$ cat config.mk
export PLATFORM = sky130hd
export DESIGN_NAME = ex_operand_stage
export DESIGN_NICKNAME = d
export VERILOG_FILES = /design/src/rtl/ex_operand_stage.sv
export SDC_FILE = /design/constraint.sdc
export NUM_CORES = 1
export LEC_CHECK = 0
export CAP_MARGIN = 20
export CELL_PAD_IN_SITES_DETAIL_PLACEMENT = 0
export CELL_PAD_IN_SITES_GLOBAL_PLACEMENT = 1
export CORE_MARGIN = 1
export CORE_UTILIZATION = 32
export DETAILED_ROUTE_END_ITERATION = 10
export GPL_TIMING_DRIVEN = 0
export PLACE_DENSITY = 0.88
export SLEW_MARGIN = 20
export SYNTH_ARGS = -nofsm -noshare
export SYNTH_HDL_FRONTEND = slang
export SYNTH_SLANG_ARGS = --single-unit
$ cat constraint.sdc
create_clock -name clk -period 3.8 [get_ports clk]
set_input_delay 0.95 -clock clk [delete_from_list [all_inputs] [get_ports clk]]
set_output_delay 0.95 -clock clk [all_outputs]
set_load 0.01 [all_outputs]
$ cat src/rtl/ex_operand_stage.sv
// ID/EX stage register with operand select and EX/MEM, MEM/WB forwarding.
// Feeds the ALU one cycle after ID and raises load_use when the hazard unit must stall.
module ex_operand_stage #(
  parameter int XLEN = 32
) (
  input  logic            clk,
  input  logic            rstn,
  input  logic            stall,
  input  logic            flush,
  input  logic            id_valid,
  input  logic [XLEN-1:0] id_pc,
  input  logic [4:0]      id_rs1,
  input  logic [4:0]      id_rs2,
  input  logic [4:0]      id_rd,
  input  logic [XLEN-1:0] id_rs1_data,
  input  logic [XLEN-1:0] id_rs2_data,
  input  logic [XLEN-1:0] id_imm,
  input  logic [1:0]      id_alusrc_a,
  input  logic            id_alusrc_b,
  input  logic [3:0]      id_aluctrl,
  input  logic [2:0]      id_aluctrl1,
  input  logic            id_regwrite,
  input  logic            id_memread,
  input  logic            id_memwrite,
  input  logic            exmem_regwrite,
  input  logic [4:0]      exmem_rd,
  input  logic [XLEN-1:0] exmem_result,
  input  logic            memwb_regwrite,
  input  logic [4:0]      memwb_rd,
  input  logic [XLEN-1:0] memwb_result,
  output logic [XLEN-1:0] a,
  output logic [XLEN-1:0] b,
  output logic [4:0]      shamt,
  output logic [3:0]      aluctrl,
  output logic [2:0]      aluctrl1,
  output logic            ex_valid,
  output logic [XLEN-1:0] ex_pc,
  output logic [4:0]      ex_rd,
  output logic [XLEN-1:0] ex_store_data,
  output logic            ex_regwrite,
  output logic            ex_memread,
  output logic            ex_memwrite,
  output logic            load_use
);

  typedef struct packed {
    logic            valid;
    logic [XLEN-1:0] pc;
    logic [4:0]      rs1;
    logic [4:0]      rs2;
    logic [4:0]      rd;
    logic [XLEN-1:0] rs1_data;
    logic [XLEN-1:0] rs2_data;
    logic [XLEN-1:0] imm;
    logic [1:0]      alusrc_a;
    logic            alusrc_b;
    logic [3:0]      aluctrl;
    logic [2:0]      aluctrl1;
    logic            regwrite;
    logic            memread;
    logic            memwrite;
  } stage_t;

  stage_t stage_d, stage_q;

  always_comb begin
    stage_d = stage_q;
    if (flush) begin
      stage_d = '0;
    end else if (!stall) begin
      stage_d.valid    = id_valid;
      stage_d.pc       = id_pc;
      stage_d.rs1      = id_rs1;
      stage_d.rs2      = id_rs2;
      stage_d.rd       = id_rd;
      stage_d.rs1_data = id_rs1_data;
      stage_d.rs2_data = id_rs2_data;
      stage_d.imm      = id_imm;
      stage_d.alusrc_a = id_alusrc_a;
      stage_d.alusrc_b = id_alusrc_b;
      // A non-valid slot must never write state or resolve a branch.
      stage_d.aluctrl  = id_valid ? id_aluctrl  : 4'b0000;
      stage_d.aluctrl1 = id_valid ? id_aluctrl1 : 3'b000;
      stage_d.regwrite = id_valid & id_regwrite;
      stage_d.memread  = id_valid & id_memread;
      stage_d.memwrite = id_valid & id_memwrite;
    end
  end

  always_ff @(posedge clk or negedge rstn) begin
    if (!rstn) stage_q <= '0;
    else       stage_q <= stage_d;
  end

  // Newest producer wins; x0 is hardwired zero so it is never forwarded.
  function automatic logic [XLEN-1:0] fwd_sel(
    input logic [4:0]      rs,
    input logic [XLEN-1:0] rdata,
    input logic            em_we,
    input logic [4:0]      em_rd,
    input logic [XLEN-1:0] em_res,
    input logic            mw_we,
    input logic [4:0]      mw_rd,
    input logic [XLEN-1:0] mw_res
  );
    if (em_we && em_rd != 5'd0 && em_rd == rs)      return em_res;
    else if (mw_we && mw_rd != 5'd0 && mw_rd == rs) return mw_res;
    else                                            return rdata;
  endfunction

  logic [XLEN-1:0] fwd1, fwd2;

  always_comb begin
    fwd1 = fwd_sel(stage_q.rs1, stage_q.rs1_data, exmem_regwrite, exmem_rd, exmem_result,
                   memwb_regwrite, memwb_rd, memwb_result);
    fwd2 = fwd_sel(stage_q.rs2, stage_q.rs2_data, exmem_regwrite, exmem_rd, exmem_result,
                   memwb_regwrite, memwb_rd, memwb_result);
  end

  always_comb begin
    unique case (stage_q.alusrc_a)
      2'b00:   a = fwd1;
      2'b01:   a = stage_q.pc;
      default: a = '0;
    endcase
    // Branches compare rs1 against rs2, so the immediate select is ignored.
    if (stage_q.aluctrl1 != 3'b000) b = fwd2;
    else                            b = stage_q.alusrc_b ? stage_q.imm : fwd2;
  end

  assign shamt         = b[4:0];
  assign ex_store_data = fwd2;
  assign aluctrl       = stage_q.aluctrl;
  assign aluctrl1      = stage_q.aluctrl1;
  assign ex_valid      = stage_q.valid;
  assign ex_pc         = stage_q.pc;
  assign ex_rd         = stage_q.rd;
  assign ex_regwrite   = stage_q.regwrite;
  assign ex_memread    = stage_q.memread;
  assign ex_memwrite   = stage_q.memwrite;

  assign load_use = stage_q.valid && stage_q.memread && stage_q.rd != 5'd0 &&
                    (stage_q.rd == id_rs1 || stage_q.rd == id_rs2) && id_valid;

endmodule

==> impl_metrics.toml <==
[synthesis]
avgSynthCellArea_sq_um = 9.01
ys_seq_elements = 157
ys_seq_area_share_pct = 40.8
synth_fp_nets = 1305
synth_area_sq_um = 9630
synthFlopType = "dfrtp_1"
synth-edff-count = 0
synth_warnings = 0
netlist_instances = 1068
synthDistinctLibCells = 37
synthArstFlopShare_pct = 100

[run]
drv_cap = 0

[worst_setup_path]
required_ns = 2.85
arrival_ns = 2.83
r2r-start = "ex_rd[4]"
cp-end-kind = "output port"
cp-startpoint = "memwb_rd[1]"
endpoint = "b[20]"
worstRegToRegCells = 2
rr_endpoint = "ex_rd[4]"
r2r_setup_slack_ns = 2.95
critPathMaxFanout = 4
critical_path_class = "input pin to output port"
crit_path_start_kind = "input pin"

[drt]
first_iter_violations = 547
post_drt_wl_per_cell_microns = 21.6
drt_wl_total_microns = 41300
top_layer = "met4"
viasPerCell = 5.11
drt-met1-wl_microns = 17100
vias = 9753
routed-wl-met3_microns = 3290
drt_first_pass_iters = 5
drc = 0
met2_length_microns = 19900
ant_nets = 0

[power_and_ir_drop]
power_density_nw_per_um2 = 318
fin_total_pwr_uw = 4910
power.leakage_uw = 0.00711
peakVddDrop_v = 0.000250

[sta]
period_minus_slack_ns = 3.78
maxSlewHeadroom_pct = 31.6
fin_skew_ns = 0
drv_slew = 0
finalSetupViolations = 0
fin_crit_sh_pct = 99.5
hold_violations = 0
fmax_mhz = 264
rsz0062_at_grt = "true"
fin_ws_ns = 0.0175
tightest_slew_ns = 1.03

[layout]
post-route-util_pct = 52.1
layout_common_cells = "271 x clkdlybuf4s50_1, 233 x nor2_1, 157 x dfrtp_1"
fin_cells = 1907
drive_above_1_share_pct = 25.0
nets = 1740
syn_to_final_growth_pct = 60.4
finalInstanceArea_sq_um = 15400
layout_commonest_cell = "clkdlybuf4s50_1"

[placement]
placed_cell_area_sq_um = 14000
dpl.hpwl_microns = 30500
port_buffers = 384
placed_cells = 1843
place_congestion = 0.884
place_ws_ns = -1.21

[die]
die_w_microns = 175
coreArea_sq_um = 29600
die_h_microns = 175
ios = 387
dieArea_sq_um = 30800
fp-row-count = 63
start_util_pct = 32.5

[global_routing]
grt_pass1_wl_microns = 60900
grt_overflow_total = 0
grt_pass1_vias = 10000
grt_usage_pct = 26.5
grt_antenna_before_repair = 1
grt_max_degree = 82

[clock_network]
clk_pin_slew_worst_paths_ns = 0.07
clkSinkCount = 157
cts.htree.levels = 4
worstSkewPairLatency_ns = 0.42
cts_tree = "built"
cts.root.buffer_cell = "clkbuf_16"
cts_max_path_buffers = 2
numCtsBuffers = 17

[status]
run_status = "completed"

[worst_hold_path]
min_path_type = "input pin to asynchronous set/reset pin"
power breakdown:
group	internal, uW	switching [uW]
clock network	939	801
registers	1760	85.2
logic	678	644
cells by family (layout without fill, tap and decap cells):
| group | after synthesis | after routing | share of synthesized area (%) |
|---|---|---|---|
| simple gates | 362 | 362 | 15.8 |
| buf+inv | 164 | 612 | 9.48 |
| other cells | 0 | 1 | 0 |
| mux | 179 | 179 | 18.6 |
| flops | 157 | 157 | 40.8 |
| compound gates | 177 | 177 | 12.7 |
| xor+xnor | 29 | 29 | 2.64 |
timing repair:
action,CTS,global route
gates resized for setup,533,94
endpoints found under the setup margin,101,91
setup buffers,32,6
cloned,2,2
hold buffers,0,0
pin swaps,34,30
stage by stage:
step / hold WS [ns] / TNS, ns
final: 0.497 / 0
after global routing: 0.542 / -0.249
after CTS: 0.530 / -0.609
after detailed placement: 0.514 / -93.16
after global placement: 0.503 / -866.33
after floorplan: 0.485 / 0
how the worst min path moves through the flow:
| stage | start | end | slack, ns | depth (start not counted) |
|---|---|---|---|---|
| 3_3_place_gp | aluctrl[3] | aluctrl[3] | 0.50 | 2 |
| 2_1_floorplan | aluctrl[0] | aluctrl[0] | 0.49 | 2 |
| 5_1_grt | rstn | ex_pc[13] | 0.54 | 1 |
| 3_5_place_dp | stage_q[14] | stage_q[14] | 0.51 | 2 |
| 6_report | rstn | ex_pc[14] | 0.50 | 1 |
| 4_1_cts | stage_q[14] | stage_q[14] | 0.53 | 2 |
cell usage after synthesis, types with 2 or more instances:
library cell  count  share of area [%]
buf_4            59                4.6
inv_1            32                1.2
buf_12            3               0.62
nor3_1           68                3.5
buf_2            21                1.1
xor2_1            9               0.82
nor2_1          233                9.1
o21ai_0          35                1.8
dfrtp_1         157                 41
nand2_1          44                1.7
xnor2_1          20                1.8
clkbuf_1         45                1.8
a211oi_2         30                3.9
mux2i_1         179                 19
nand3_1           3               0.16
or4_1             2               0.16
o21ai_1          30                1.6
a21oi_1          43                2.2
a211oi_1         34                2.7
buf_1             4               0.16
final cells by class:
class,instances,area (sq um)
timing repair buffer,423,3930
sequential,157,3930
inverter,32,120
multi-input combinational,747,5470
fill,2834,14200
tap,390,488
antenna,1,2.50
buffer,125,937
clock inverter,13,131
clock buffer,19,443
per-layer routing:
layer | global-route usage [%] | vias up
met5 | 0 | -
met4 | 7.75 | 0
met3 | 6.00 | 51
met2 | 45.2 | 456
met1 | 33.5 | 4764
li1 | - | 4482
registers in the layout (all words and copies together) (netlist names):
signal       count
stage_q        109
ex_memread       1
aluctrl1         3
ex_rd            5
ex_valid         1
aluctrl          4
ex_regwrite      1
ex_memwrite      1
ex_pc           32
critical path, cell delays in order:
cell,delay (ns)
buf_8,0.10
or4_4,0.56
a21bo_4,0.24
nand3_4,0.10
buf_12,0.12
buf_12,0.12
buf_12,0.11
mux2i_4,0.08
a211oi_4,0.27
buf_2,0.18
No activity file was read; power rests on OpenSTA's default activity.
